[src/rtl/add_serial_sched_if.sv]
// Bundle between the requesting control FSMs, the round-robin scheduler and
// the single shared 8-bit adder.
//   req/req_a/req_b : per-requester request level and operands (requester i
//                     owns req_a[i]/req_b[i], i.e. bits [8i+7:8i])
//   gnt/ack         : one-hot grant (whole transaction) and completion pulse
//   rsp_data/valid  : result and its one-cycle strobe
//   busy            : scheduler not idle
//   add_en/a/b/out  : shared adder start pulse, operands and result
// slave  = scheduler side, master = requester/adder side.
interface add_serial_sched_if #(parameter int N_REQ = 4);
  logic [N_REQ-1:0]       req;
  logic [N_REQ-1:0][7:0]  req_a;
  logic [N_REQ-1:0][7:0]  req_b;
  logic [N_REQ-1:0]       gnt;
  logic [N_REQ-1:0]       ack;
  logic [7:0]             rsp_data;
  logic                   rsp_valid;
  logic                   busy;
  logic                   add_en;
  logic [7:0]             add_a;
  logic [7:0]             add_b;
  logic [7:0]             add_out;

  modport slave (
    input  req, req_a, req_b, add_out,
    output gnt, ack, rsp_data, rsp_valid, busy, add_en, add_a, add_b
  );

  modport master (
    output req, req_a, req_b, add_out,
    input  gnt, ack, rsp_data, rsp_valid, busy, add_en, add_a, add_b
  );
endinterface

[src/rtl/add_serial_sched.sv]
// Round-robin scheduler sharing one fixed-latency 8-bit adder among N_REQ
// requesters. IDLE grants and latches operands, ISSUE pulses add_en, WAIT
// counts ADD_LAT cycles and captures add_out, RESP acks the granted requester
// and advances the round-robin pointer.
//   clk, rst : clock, asynchronous active-high reset
//   bus      : add_serial_sched_if.slave (requests, grant/ack, response,
//              shared adder port)
module add_serial_sched #(
  parameter int N_REQ   = 4,
  parameter int ADD_LAT = 10
) (
  input  logic             clk,
  input  logic             rst,
  add_serial_sched_if.slave bus
);

  typedef enum logic [3:0] {
    IDLE  = 4'b0001,
    ISSUE = 4'b0010,
    WAIT  = 4'b0100,
    RESP  = 4'b1000
  } state_t;

  state_t           state, state_nxt;
  logic [N_REQ-1:0] gnt;
  logic [N_REQ-1:0] ack;
  logic [2:0]       id;
  logic [2:0]       ptr;
  logic [7:0]       cnt;
  logic [7:0]       rsp_data;
  logic [7:0]       add_a, add_b;
  logic             add_en, busy, rsp_valid;

  // Arbitration: first pass takes the lowest set bit at or above ptr, second
  // pass (only if the first found nothing) takes the lowest set bit overall,
  // which is the wrap-around part of the scan. Constant loop indices keep the
  // operand mux free of variable array indexing.
  logic             found;
  logic [2:0]       sel;
  logic [N_REQ-1:0] sel_oh;
  logic [7:0]       sel_a, sel_b;

  always_comb begin
    found  = 1'b0;
    sel    = '0;
    sel_oh = '0;
    sel_a  = '0;
    sel_b  = '0;
    for (int i = 0; i < N_REQ; i++) begin
      if (!found && bus.req[i] && (i >= int'(ptr))) begin
        found     = 1'b1;
        sel       = 3'(i);
        sel_oh[i] = 1'b1;
        sel_a     = bus.req_a[i];
        sel_b     = bus.req_b[i];
      end
    end
    for (int i = 0; i < N_REQ; i++) begin
      if (!found && bus.req[i]) begin
        found     = 1'b1;
        sel       = 3'(i);
        sel_oh[i] = 1'b1;
        sel_a     = bus.req_a[i];
        sel_b     = bus.req_b[i];
      end
    end
  end

  always_ff @(posedge clk or posedge rst) begin
    if (rst) state <= IDLE;
    else     state <= state_nxt;
  end

  // Next state plus outputs decoded from registered state only.
  always_comb begin
    state_nxt = state;
    add_en    = 1'b0;
    rsp_valid = 1'b0;
    busy      = 1'b1;
    ack       = '0;
    case (state)
      IDLE: begin
        busy = 1'b0;
        if (found) state_nxt = ISSUE;
      end
      ISSUE: begin
        add_en    = 1'b1;
        state_nxt = WAIT;
      end
      WAIT: begin
        if (cnt == 8'd0) state_nxt = RESP;
      end
      RESP: begin
        rsp_valid = 1'b1;
        for (int i = 0; i < N_REQ; i++) ack[i] = (id == 3'(i));
        state_nxt = IDLE;
      end
      default: begin
        busy      = 1'b0;
        state_nxt = IDLE;
      end
    endcase
  end

  always_ff @(posedge clk or posedge rst) begin
    if (rst) begin
      gnt      <= '0;
      id       <= '0;
      ptr      <= '0;
      cnt      <= '0;
      rsp_data <= '0;
      add_a    <= '0;
      add_b    <= '0;
    end else begin
      case (state)
        IDLE: begin
          if (found) begin
            gnt   <= sel_oh;
            id    <= sel;
            add_a <= sel_a;
            add_b <= sel_b;
          end
        end
        ISSUE: cnt <= 8'(ADD_LAT - 1);
        WAIT: begin
          // gnt drops on entry to RESP so it is low during the ack cycle.
          if (cnt == 8'd0) begin
            rsp_data <= bus.add_out;
            gnt      <= '0;
          end else begin
            cnt <= cnt - 8'd1;
          end
        end
        RESP: ptr <= (id == 3'(N_REQ - 1)) ? 3'd0 : id + 3'd1;
        default: gnt <= '0;
      endcase
    end
  end

  assign bus.gnt       = gnt;
  assign bus.ack       = ack;
  assign bus.rsp_data  = rsp_data;
  assign bus.rsp_valid = rsp_valid;
  assign bus.busy      = busy;
  assign bus.add_en    = add_en;
  assign bus.add_a     = add_a;
  assign bus.add_b     = add_b;

endmodule

[src/flat_wrapper.sv]
// flat-port wrapper written by rule: the top's interface ports become plain ports
module add_serial_sched_flat 
#(
  parameter int N_REQ   = 4,
  parameter int ADD_LAT = 10
)
  (clk, rst, bus_req, bus_req_a, bus_req_b, bus_add_out, bus_gnt, bus_ack, bus_rsp_data, bus_rsp_valid, bus_busy, bus_add_en, bus_add_a, bus_add_b);
  add_serial_sched_if #(.N_REQ(N_REQ)) bus_i ();
  input  logic clk;
  input  logic rst;
  input wire logic [$bits(bus_i.req)-1:0] bus_req;
  input wire logic [$bits(bus_i.req_a)-1:0] bus_req_a;
  input wire logic [$bits(bus_i.req_b)-1:0] bus_req_b;
  input wire logic [$bits(bus_i.add_out)-1:0] bus_add_out;
  output wire logic [$bits(bus_i.gnt)-1:0] bus_gnt;
  output wire logic [$bits(bus_i.ack)-1:0] bus_ack;
  output wire logic [$bits(bus_i.rsp_data)-1:0] bus_rsp_data;
  output wire logic [$bits(bus_i.rsp_valid)-1:0] bus_rsp_valid;
  output wire logic [$bits(bus_i.busy)-1:0] bus_busy;
  output wire logic [$bits(bus_i.add_en)-1:0] bus_add_en;
  output wire logic [$bits(bus_i.add_a)-1:0] bus_add_a;
  output wire logic [$bits(bus_i.add_b)-1:0] bus_add_b;
  assign bus_i.req = bus_req;
  assign bus_i.req_a = bus_req_a;
  assign bus_i.req_b = bus_req_b;
  assign bus_i.add_out = bus_add_out;
  assign bus_gnt = bus_i.gnt;
  assign bus_ack = bus_i.ack;
  assign bus_rsp_data = bus_i.rsp_data;
  assign bus_rsp_valid = bus_i.rsp_valid;
  assign bus_busy = bus_i.busy;
  assign bus_add_en = bus_i.add_en;
  assign bus_add_a = bus_i.add_a;
  assign bus_add_b = bus_i.add_b;
  add_serial_sched #(.N_REQ(N_REQ), .ADD_LAT(ADD_LAT)) u_core (.clk(clk), .rst(rst), .bus(bus_i));
endmodule
[config.mk]
export PLATFORM = sky130hd
export DESIGN_NAME = add_serial_sched_flat
export DESIGN_NICKNAME = d
export VERILOG_FILES = /design/src/rtl/add_serial_sched_if.sv /design/src/rtl/add_serial_sched.sv /design/src/flat_wrapper.sv
export SDC_FILE = /design/constraint.sdc
export NUM_CORES = 1
export LEC_CHECK = 0
export ABC_CLOCK_PERIOD_IN_PS = 3300
export BUFFER_PORTS_ARGS = -buffer_cell sky130_fd_sc_hd__buf_2
export CAP_MARGIN = 30
export CORE_MARGIN = 2
export CORE_UTILIZATION = 25
export DETAILED_ROUTE_END_ITERATION = 10
export HOLD_SLACK_MARGIN = 0.03
export SLEW_MARGIN = 20
export SYNTH_ARGS = -nofsm -noshare
export SYNTH_HDL_FRONTEND = slang
export SYNTH_SLANG_ARGS = --single-unit
[constraint.sdc]
create_clock -name clk -period 3.3 [get_ports clk]
set_clock_uncertainty 0.05 [all_clocks]
set_input_delay 0.33 -clock clk [delete_from_list [all_inputs] [get_ports clk]]
set_output_delay 0.33 -clock clk [all_outputs]
set_load 0.005 [all_outputs]
# After elaboration in Yosys (flattened, before gate mapping)
# Index checks and enable logic that the tools add are counted.
# classes
n_addsub	2
order_cmp	4
eq_ne	10
muxes	51
bitwise	1
reduce_logical	28
# op_table
op	n
2-to-1 mux 8 bit	17
one-hot mux 4 bit (3 select lines)	2
2-to-1 mux 4 bit	5
2-to-1 mux 1 bit	19
one-hot mux 8 bit (2 select lines)	1
2-to-1 mux 2 bit	6
logical AND 1 bit	11
zero test 8 bit	1
AND reduction 2 bit	4
subtractor 8 x 1 -> 8 bit (second input constant)	1
zero test 1 bit	7
equality test 3 x 2 -> 1 bit (second input constant)	2
>= comparator 1 x 3 -> 1 bit (first input constant)	2
>= comparator 2 x 3 -> 1 bit (first input constant)	2
equality test 4 x 1 -> 1 bit (second input constant)	1
equality test 4 x 2 -> 1 bit (second input constant)	1
equality test 4 x 3 -> 1 bit (second input constant)	1
equality test 4 bit (second input constant)	1
!= test 2 x 1 -> 1 bit (second input constant)	2
adder 3 x 1 -> 3 bit (second input constant)	1
equality test 3 x 1 -> 1 bit (second input constant)	1
zero test 3 bit	1
2-to-1 mux 3 bit	1
AND reduction 3 bit	1
5 further kinds	5
# totals
ff_bits	46
inputBits	78
out_inout_bits	35
wordCells	104

# Logic depth before layout (Yosys ltp)
# depth
ltp_word	29
mapped_depth	8
mapped_depth_nobuf	7

# Least setup slack after synthesis
# OpenSTA, ideal clock, no wires.
# synth_timing
path_type	reg2reg
from	register u_core.ptr[0]
to	register u_core.add_a[0], in the netlist u_core.bus.add_a[0]
t_arrival_ns	1.601
required_time_ns	3.109
path_slack_ns	1.509
stages_incl_launch_ff	9
n_path_buf	3
path_cell_list	dfrtp_1 -> buf_6 -> nand2b_1 -> and4_1 -> clkbuf_1 -> buf_2 -> a221o_1 -> o21ai_1 -> a31oi_1
# synth_between
elab_chain_cells	28
elab_cells_between_ends	39
classes_between	4 x order compare; 16 x mux; 19 x reduce/logical
# synth_lines
element	line	source
start, declared	add_serial_sched.sv:28	logic [2:0] ptr;
start signal, assigned	add_serial_sched.sv:134	RESP: ptr <= (id == 3'(N_REQ - 1)) ? 3'd0 : id + 3'd1;
>= comparator 1 x 3 -> 1 bit	add_serial_sched.sv:50	if (!found && bus.req[i] && (i >= int'(ptr))) begin
logical AND 1 bit	add_serial_sched.sv:50	
2-to-1 mux 1 bit	add_serial_sched.sv:50	
zero test 1 bit	add_serial_sched.sv:50	
logical AND 1 bit (2 in series)	add_serial_sched.sv:50	
2-to-1 mux 1 bit	add_serial_sched.sv:50	
zero test 1 bit	add_serial_sched.sv:50	
logical AND 1 bit (2 in series)	add_serial_sched.sv:50	
[... 10 more ...]	--	
2-to-1 mux 1 bit	add_serial_sched.sv:59	if (!found && bus.req[i]) begin
zero test 1 bit	add_serial_sched.sv:59	
logical AND 1 bit	add_serial_sched.sv:59	
2-to-1 mux 1 bit	add_serial_sched.sv:59	
zero test 1 bit	add_serial_sched.sv:59	
logical AND 1 bit	add_serial_sched.sv:59	
2-to-1 mux 1 bit	add_serial_sched.sv:59	
AND reduction 2 bit (no source line)	--	
end signal, assigned	add_serial_sched.sv:120	add_a <= sel_a;
end, declared	add_serial_sched.sv:31	logic [7:0] add_a, add_b;
# Several ways; a longest one is shown, not always the timed one.
# A chain may end at the register's enable or synchronous reset.

# Worst setup path after layout
# layout_timing
from	register u_core.ptr[0]
to	register u_core.id[1]
# layout_between
elab_chain_cells	28
elab_cells_between_ends	37
classes_between	4 x order compare; 14 x mux; 19 x reduce/logical
# layout_lines
element	line	source
>= comparator 1 x 3 -> 1 bit	add_serial_sched.sv:50	
logical AND 1 bit	add_serial_sched.sv:50	
2-to-1 mux 1 bit	add_serial_sched.sv:50	
zero test 1 bit	add_serial_sched.sv:50	
logical AND 1 bit (2 in series)	add_serial_sched.sv:50	
2-to-1 mux 1 bit	add_serial_sched.sv:50	
zero test 1 bit	add_serial_sched.sv:50	
logical AND 1 bit (2 in series)	add_serial_sched.sv:50	
[... 10 more ...]	--	
2-to-1 mux 1 bit	add_serial_sched.sv:59	
zero test 1 bit	add_serial_sched.sv:59	
logical AND 1 bit	add_serial_sched.sv:59	
2-to-1 mux 1 bit	add_serial_sched.sv:59	
zero test 1 bit	add_serial_sched.sv:59	
logical AND 1 bit	add_serial_sched.sv:59	
2-to-1 mux 1 bit	add_serial_sched.sv:59	
AND reduction 2 bit (no source line)	--	
end signal, assigned	add_serial_sched.sv:119	id <= sel;
end, declared	add_serial_sched.sv:27	logic [2:0] id;
# Several ways; a longest one is shown, not always the timed one.

==> metrics <==
worst-path maximum fanout=17; initial antenna violation count=0; clk buf depth=2; post-synthesis compound-gate area fraction=28.5%; largest net degree at the start of global routing=45; Total Wirelength=10.6 mm; simple-gate share of the synthesized area=24.5%; Iteration-0 DRC Markers=308; CTS Root Cell=clkbuf_16; Setup Buffers After CTS=0; Synth Net Count=444; PwrDens=640 mW/mm^2; Max-Slew Margin vs Limit=38.1%; WP data required=3.40 ns; initial cell density of the core=25.4%; row cnt=40; Worst-Margin Slew=0.928 ns; Clock transition at path regs=0.07 ns; P&R area growth vs syn=26.6%; Tot GR Track Use=16.0%; post-synthesis cell type with the largest combined area=dfrtp_1; hold depth=3; Sink Count=44; total congestion overflow=0; most instantiated library cell after synthesis=nand2_1; Filler Cells Inserted=1,305; sequential share of the synthesized area=36.4%; DRT Pass-1 Iters=5; setup ws final=0.615 ns; Slew Viols, Final=0; final worst-path cycle share=81.4%; Post-Synth XOR/XNOR Area=1.73%; Post-Synthesis Cells=360; Core Footprint=0.0119 mm^2; highest clock rate=372 MHz; Yosys Warn Count=0; first-pass GRT wire length=16.6 mm; vias per cell=5.38; Post-synth top cells=nand2_1 (52), dfrtp_1 (43), nor2_1 (26); Period minus WS final=2.68 ns; die width=114 um; CP endpoint kind=flop; footprint of the multi-input gates=0.00174 mm^2; EDFF count, synth=0; dominant synthesized flop cell=dfrtp_1; critical path class=flop to flop; Fin Setup TNS=0 ns; fraction of layout cells with a size suffix above 1=29.9%; worst vdd ir=0.000199 V; unrepaired setup endpoints after global routing=false; Fin. Hold Viols=0; routed vias=3,254; Final Setup Violations=0; detailed-placement wirelength estimate=7.76 mm; status=finished clean; r2r worst-path depth=5; Synth Register Bits=44; r2r setup slk=0.62 ns; DRT antenna net count=0; Post-Synth Adder-Cell Area=2.48%; nets=541; Post-Syn Area=0.00303 mm^2; number of global-route vias before repair=3,127; count of different cell masters after synthesis=50; clk_lat worst skew=0.28 ns; leakage power=0.00169 uW; Die ar.=0.0130 mm^2; DRC=0; clock buffer count from CTS=5; Max Cap Violations=0; mux cell area share after synthesis=0%; Die Span Y=114 um; Worst Hold Class=primary input to flop; FFs w/ async S/R, synth=100%; synth top area cells=dfrtp_1 (36%), nand2_1 (6.4%), o31ai_1 (4.2%); TritonCTS clock tree=done; worst slack at placement=0.646 ns; PortBufs=112; number of diodes=0; register area=0.00110 mm^2; Placer Congestion=0.918; wire per inst=17.5 um; synthesized area per cell=8.41 um^2; H-tree levels=2; Synth top area share=35.5%; # IOs=113; largest family of logic cells by synthesized area=compound AO/OA/AOI/OAI gates; crit start category=flop; arrival time at the worst endpoint=2.79 ns
[state kept, by name, indices dropped and copies added (netlist names)]
signal	flops
u_core.bus.rsp_data	8
u_core.ptr	2
u_core.bus.gnt	4
u_core.bus.add_a	8
u_core.state	4
u_core.id	2
u_core.bus.add_b	8
u_core.cnt	8
[routing by layer]
metal / vias up / GRT usage (%) / part of all wire [%]
li1: 1538 / - / -
met1: 1541 / 20.6 / 43
met2: 165 / 27.9 / 48
met3: 10 / 2.86 / 7.6
met4: 0 / 3.41 / 1.1
met5: - / 0 / 0
[critical path: stages (launching register included)]
cell,delay [ns]
dfrtp_1,0.50
nand2b_1,0.55
a21oi_2,0.85
o21ai_1,0.30
o21ai_0,0.22
o21ai_1,0.08
[layout make-up]
type | count | share of cell area, %
multi-input combinational | 274 | 45.2
sequential | 44 | 28.7
timing repair buffer | 118 | 16.2
tap | 147 | 4.79
clock buffer | 6 | 3.36
inverter | 14 | 1.37
clock inverter | 2 | 0.326
[cells in the final DEF, fill, tap and decap left out, drive strengths merged, types with 11 or more instances in the layout]
master and n:
nand2 52, nand3 18, buf 117, nor2 27, o31ai 17, a21oi 24, o21ai 18, inv 13
nor3b 15, dfrtp 43, a31oi 11
[repair_timing]
item / CTS / global route
hold endpoints to repair: 0 / 10
gates resized for setup: 0 / 0
setup endpoints to repair: 0 / 0
hold buffers: 0 / 1
[path summary, 6_finish.rpt]
| kind | to | startpoint |
|---|---|---|
| max in group asynchronous | u_core.state[0] | rst |
| min reg2reg | u_core.bus.rsp_data[2] | u_core.bus.rsp_data[2] |
| min in group asynchronous | u_core.bus.add_b[0] | rst |
| min | u_core.bus.rsp_data[1] | bus_add_out[1] |
| max | u_core.id[1] | u_core.ptr[0] |
| max reg2reg | u_core.id[1] | u_core.ptr[0] |
[through the flow]
stage / power (uW) / instances / utilization, % / hold slack, ns / instance area [um^2]
finish: 2460 / 605 / 32.2 / 0.185 / 3840
detailed placement: 1970 / 595 / 30.8 / 0.417 / 3660
CTS: 2470 / 603 / 32.0 / 0.177 / 3810
global route: 2650 / 605 / 32.2 / 0.193 / 3840
floorplan: 1560 / 360 / - / 0.385 / 3030
global placement: 1940 / 595 / 30.8 / 0.403 / 3660
[logic make-up (layout without fill, tap and decap cells)]
logic type | after synthesis | after routing
compound gates | 118 | 118
xor+xnor | 6 | 6
buf+inv | 42 | 140
fa+ha+maj | 6 | 6
simple gates | 144 | 144
flops | 44 | 44
[power by group]
part / internal [uW] / switching, uW
Combinational: 441 / 571
Clock: 280 / 219
Sequential: 769 / 175
Total: 1490 / 966
Power figures use the tool's default switching activity.
